[src/rtl/spi_slave_regs.sv]
// SPI register responder: 16-bit header (R/W + 13-bit address) then 8 data bits, MSB first, oversampled in clk_i.
// Optional 3-wire SDIO tristate behaviour is selected with `define SPI_SLV_3WIRE_EN.
module spi_slave_regs #(
  parameter int NREG = 16
) (
  input  logic              clk_i,
  input  logic              rst_i,
  input  logic              spi_cs_i,
  input  logic              spi_clk_i,
  input  logic              spi_mosi_i,
  output logic              spi_miso_o,
  output logic              spi_miso_t,
  output logic [NREG*8-1:0] regs_o,
  output logic              wr_strb_o,
  output logic [12:0]       wr_addr_o,
  output logic [7:0]        wr_data_o,
  output logic              rd_strb_o,
  output logic              frm_err_o,
  output logic              busy_o
);

  typedef enum logic [1:0] {IDLE, HDR, DATA, DONE} state_t;

  state_t      state_q, state_d;
  logic [2:0]  cs_sync, sck_sync;
  logic [1:0]  mosi_sync;
  logic        cs_fall_q, cs_rise_q, sck_rise_q, sck_fall_q, mosi_q;
  logic [4:0]  cnt_q;
  logic        rw_q;
  logic [12:0] addr_sr;
  logic [6:0]  data_sr;
  logic [7:0]  tx_sr;
  logic [7:0]  regs_q [NREG];
  logic [7:0]  rd_byte;
  logic [12:0] hdr_addr_nxt;
  logic [7:0]  data_nxt;
  logic        start, hdr_done, frame_done, abort, addr_ok, wr_ok;

  // Index 0/1 form the synchronizer, index 2 is the previous value for edge detection.
  always_ff @(posedge clk_i or posedge rst_i) begin
    if (rst_i) begin
      cs_sync    <= 3'b111;
      sck_sync   <= 3'b111;
      mosi_sync  <= 2'b00;
      cs_fall_q  <= 1'b0;
      cs_rise_q  <= 1'b0;
      sck_rise_q <= 1'b0;
      sck_fall_q <= 1'b0;
      mosi_q     <= 1'b0;
    end else begin
      cs_sync    <= {cs_sync[1:0], spi_cs_i};
      sck_sync   <= {sck_sync[1:0], spi_clk_i};
      mosi_sync  <= {mosi_sync[0], spi_mosi_i};
      cs_fall_q  <= cs_sync[2] & ~cs_sync[1];
      cs_rise_q  <= ~cs_sync[2] & cs_sync[1];
      sck_rise_q <= ~sck_sync[2] & sck_sync[1];
      sck_fall_q <= sck_sync[2] & ~sck_sync[1];
      mosi_q     <= mosi_sync[1];
    end
  end

  assign hdr_addr_nxt = {addr_sr[11:0], mosi_q};
  assign data_nxt     = {data_sr, mosi_q};
  assign addr_ok      = {19'd0, addr_sr} < 32'(NREG);
  assign wr_ok        = frame_done & ~rw_q & addr_ok;
  assign busy_o       = (state_q != IDLE);

  always_comb begin
    rd_byte = 8'h00;
    for (int n = 0; n < NREG; n++) begin
      if (hdr_addr_nxt == 13'(n)) rd_byte = regs_q[n];
    end
  end

  always_comb begin
    regs_o = '0;
    for (int n = 0; n < NREG; n++) regs_o[n*8 +: 8] = regs_q[n];
  end

  always_comb begin
    state_d    = state_q;
    start      = 1'b0;
    hdr_done   = 1'b0;
    frame_done = 1'b0;
    abort      = 1'b0;
    case (state_q)
      IDLE: if (cs_fall_q) begin
        start   = 1'b1;
        state_d = HDR;
      end
      HDR: begin
        if (cs_rise_q) begin
          abort   = 1'b1;
          state_d = IDLE;
        end else if (sck_rise_q && cnt_q == 5'd15) begin
          hdr_done = 1'b1;
          state_d  = DATA;
        end
      end
      DATA: begin
        // The final data edge wins over a coincident CS release.
        if (sck_rise_q && cnt_q == 5'd23) begin
          frame_done = 1'b1;
          state_d    = cs_rise_q ? IDLE : DONE;
        end else if (cs_rise_q) begin
          abort   = 1'b1;
          state_d = IDLE;
        end
      end
      DONE: if (cs_rise_q) state_d = IDLE;
      default: state_d = IDLE;
    endcase
  end

  always_ff @(posedge clk_i or posedge rst_i) begin
    if (rst_i) begin
      state_q    <= IDLE;
      cnt_q      <= '0;
      rw_q       <= 1'b0;
      addr_sr    <= '0;
      data_sr    <= '0;
      tx_sr      <= '0;
      spi_miso_o <= 1'b0;
      wr_strb_o  <= 1'b0;
      rd_strb_o  <= 1'b0;
      frm_err_o  <= 1'b0;
      wr_addr_o  <= '0;
      wr_data_o  <= '0;
      for (int n = 0; n < NREG; n++) regs_q[n] <= '0;
    end else begin
      state_q   <= state_d;
      wr_strb_o <= wr_ok;
      rd_strb_o <= frame_done & rw_q;
      frm_err_o <= abort;
      if (start || abort) begin
        cnt_q   <= '0;
        rw_q    <= 1'b0;
        addr_sr <= '0;
        data_sr <= '0;
        tx_sr   <= '0;
      end else if (sck_rise_q && (state_q == HDR || state_q == DATA)) begin
        cnt_q <= cnt_q + 5'd1;
        if (state_q == HDR) begin
          addr_sr <= hdr_addr_nxt;
          if (cnt_q == 5'd0) rw_q  <= mosi_q;
          if (hdr_done)      tx_sr <= rd_byte;
        end else begin
          data_sr <= data_nxt[6:0];
        end
      end else if (sck_fall_q && state_q == DATA && rw_q) begin
        spi_miso_o <= tx_sr[7];
        tx_sr      <= {tx_sr[6:0], 1'b0};
      end
      if (wr_ok) begin
        wr_addr_o <= addr_sr;
        wr_data_o <= data_nxt;
        for (int n = 0; n < NREG; n++) begin
          if (addr_sr == 13'(n)) regs_q[n] <= data_nxt;
        end
      end
    end
  end

`ifdef SPI_SLV_3WIRE_EN
  logic oe_q;

  always_ff @(posedge clk_i or posedge rst_i) begin
    if (rst_i)                                         oe_q <= 1'b0;
    else if (state_d != DATA)                          oe_q <= 1'b0;
    else if (sck_fall_q && state_q == DATA && rw_q)    oe_q <= 1'b1;
  end

  assign spi_miso_t = ~oe_q;
`else
  assign spi_miso_t = cs_sync[1];
`endif

endmodule

[config.mk]
export PLATFORM = sky130hd
export DESIGN_NAME = spi_slave_regs
export DESIGN_NICKNAME = d
export VERILOG_FILES = /design/src/rtl/spi_slave_regs.sv
export SDC_FILE = /design/constraint.sdc
export NUM_CORES = 1
export LEC_CHECK = 0
export ABC_AREA = 1
export BUFFER_PORTS_ARGS = -buffer_cell sky130_fd_sc_hd__buf_2
export CORE_MARGIN = 3
export CORE_UTILIZATION = 51
export CTS_CLUSTER_DIAMETER = 120
export DETAILED_ROUTE_END_ITERATION = 6
export PLACE_DENSITY = 0.8
export SLEW_MARGIN = 0
export SYNTH_ARGS = -nofsm -noshare
export SYNTH_HDL_FRONTEND = slang
export SYNTH_SLANG_ARGS = --single-unit
export TNS_END_PERCENT = 100
[constraint.sdc]
create_clock -name clk_i -period 6.3 [get_ports clk_i]
set_input_delay 0.945 -clock clk_i [delete_from_list [all_inputs] [get_ports clk_i]]
set_output_delay 0.945 -clock clk_i [all_outputs]
set_load 0.02 [all_outputs]
==> metrics <==
crit path max fanout 22; Clock Latency Late Sink 0.50 ns; Routed WL 26.5 mm; MaxCap Viol Count 0; drt first-iter violations 700; Die X 142 um; count of final setup violators 0; sequential fraction of the synthesis area 0.537; num rows 49; Pwr Density 355 nW/um2; vias in the first global route 7991; Final Hold Viols 0; relative max-transition margin 0.138; Warnings, synthesis 0; Least-Margin Pin Slew 1.29 ns; Die ar. 20200 um2; clock tree buffer depth 3; CTS tree yes; vias per cell 5.49; Yosys cell types 41; GRT Overall Usage 0.258; die span in y 142 um; count leader, synth nand2_1; DP HPWL 18.0 mm; 1st-pass router iterations 6; startpoint types flop; CTS buffer count 21; Routed Antenna Nets 0; synth cell count leaders nand2_1, dfrtp_1, o21ai_0; Synth Area per Inst 8.19 um2; VDD IR max 210 uV; Cell Area, Synth 9430 um2; number of H-tree levels 1; post-CTS resize count 0; initial antenna violation count 0; Largest stage delay, worst path 0.63 ns; top post-synthesis cells by area dfrtp_1, nand2_1, o21ai_0; final-report max-slew violation count 0; Final Net Count 1304; routed via count 8430; share of layout cells above drive strength 1 0.181; Root Buffer clkbuf_16; worst setup path category flop to flop; ys flop type dfrtp_1; Cell Chain, Critical Path inv_1 > nand2_1 > nor3_4 > nand3b_1 > nand2_1 > nand4_1 > nor2_1 > nand3_1 > nor2_1 > nand3_1 > nor2_1 > nand4_1 > nand2_1 > nand2_1; Leakage 0.00554 uW; Clock Pin Slew Worst Setup and Hold Paths 0.06 ns; Ports 160; pin count of the biggest net entering global routing 162; Starting Density 0.521; status complete, no violations; fmax 296 MHz; share of the synthesized area in the top cell type 0.520; CORE AREA 18100 um2; Final TNS setup 0 ns; grt ovf 0; Clock Sinks 202; unrepaired setup endpoints after global routing no; # hold bufs at CTS 0; crit path setup slack, layout 2.92 ns; Port Buffers 159; most used cell, CP nand2_1; largest area contributor in the netlist dfrtp_1; Min Clock Period, post-route 3.38 ns; R2R setup slack 2.92 ns; crit end category flop; pre-CTS setup slack 3.07 ns; worst hold path type flop to flop; Synth Net Count 1164; final hold slack 0.352 ns; Req. time, crit path 6.69 ns; Fillers 1576; ys async rst share 1.00; ant diodes 0; RD Place Congestion 0.892; Post-synth EDFFs 0; critical path's slowest cell inv_1; Layout Utilization 0.607; first-pass GRT wire length 41.7 mm; CP arrival 3.77 ns; Layout Skew 0.0133 ns; post-route clock period utilization 0.536; Final Power 3900 uW; DRC viols 0; routed wire length per instance 17.2 um; Synth Instances 1151; post-CTS setup buffer count 0; area delta synth->final 16.4%; #FFs+latches synth 202
[stage by stage]
stage	cell area, um2	cells
after detailed placement	10300	1497
after floorplan	9440	1151
final	11000	1535
after global routing	11000	1535
after global placement	10300	1497
after CTS	11000	1535
[where the power goes]
group          internal, uW  switching, uW  total (uW)
clock network           709            505        1210
registers              1360           70.2        1430
logic                   269            988        1260
[registers in the layout, indices dropped and copies added, names as in the netlist, 2 cells and up]
| signal | flops |
|---|---|
| cnt_q | 5 |
| addr_sr | 13 |
| wr_data_o | 8 |
| tx_sr | 8 |
| wr_addr_o | 13 |
| sck_sync | 3 |
| mosi_sync | 2 |
| data_sr | 7 |
| cs_sync | 3 |
| state_q | 2 |
| regs_o | 128 |
[area by class of cell]
cell class                      count  area, um2  share of cell area
Sequential cell                   202       5060               0.461
Multi-Input combinational cell    778       3670               0.334
Clock buffer                       35        618              0.0563
Tap cell                          229        287              0.0261
Inverter                          128        485              0.0442
Clock inverter                      3       43.8             0.00399
Timing Repair Buffer              160        816              0.0743
[kinds of logic (layout without fill, tap and decap cells)]
| kind of cell | Yosys count | in the layout | synth area share |
|---|---|---|---|
| DFF | 202 | 202 | 0.537 |
| adders and majority gates | 8 | 8 | 0.0106 |
| AOI/OAI and AO/OA | 190 | 190 | 0.105 |
| buffers and inverters | 171 | 326 | 0.0740 |
| xor gates and xnor gates | 2 | 2 | 0.00186 |
| muxes | 1 | 1 | 0.00119 |
| and+or+nand+nor | 577 | 577 | 0.271 |
[routing by layer]
metal / global-route usage / vias to the layer above / wire (um) / part of all wire
met3: 0.0487 / 51 / 2310 / 0.087
met1: 0.363 / 4004 / 11300 / 0.43
met4: 0.0712 / 0 / 554 / 0.021
li1: - / 3973 / - / -
met2: 0.414 / 402 / 12300 / 0.47
met5: 0 / - / 0 / 0
[placed cells by master (no fill, tap or decap), drive strengths merged]
cell type | synthesis | final
clkinvlp | 0 | 1
nor2 | 106 | 106
nor4 | 10 | 10
mux2 | 1 | 1
nand3b | 5 | 5
dfrtp | 196 | 196
o22ai | 8 | 8
bufinv | 0 | 1
dfstp | 6 | 6
a22oi | 2 | 2
a21o | 1 | 1
o31ai | 4 | 4
a31oi | 1 | 1
clkinv | 1 | 2
nand2 | 349 | 349
o21ai | 167 | 167
ha | 8 | 8
nor3 | 22 | 22
inv | 127 | 127
o21a | 1 | 1
nand4 | 19 | 19
buf | 21 | 160
a21oi | 6 | 6
xor2 | 2 | 2
or2 | 6 | 6
nand3 | 60 | 60
clkbuf | 22 | 35
[path summary, 6_finish.rpt]
path | startpoint | end | cells past startpoint
max | mosi_q$_DFF_PP0_ | tx_sr[6]$_DFFE_PP0P_ | 14
min | mosi_sync[0]$_DFF_PP0_ | mosi_sync[1]$_DFF_PP0_ | 0
max reg2reg | mosi_q$_DFF_PP0_ | tx_sr[6]$_DFFE_PP0P_ | 14
min reg2reg | mosi_sync[0]$_DFF_PP0_ | mosi_sync[1]$_DFF_PP0_ | 0
max in group asynchronous | rst_i | regs_o[110]$_DFFE_PP0P_ | 3
min in group asynchronous | rst_i | regs_o[6]$_DFFE_PP0P_ | 2
[critical path, delay by kind of cell (launching register included)]
kind          cells  cell delay (ns)
buf+inv           1             0.63
flops             1             0.41
simple gates     13             2.23
Note: power is estimated with default switching activity, not from simulation.
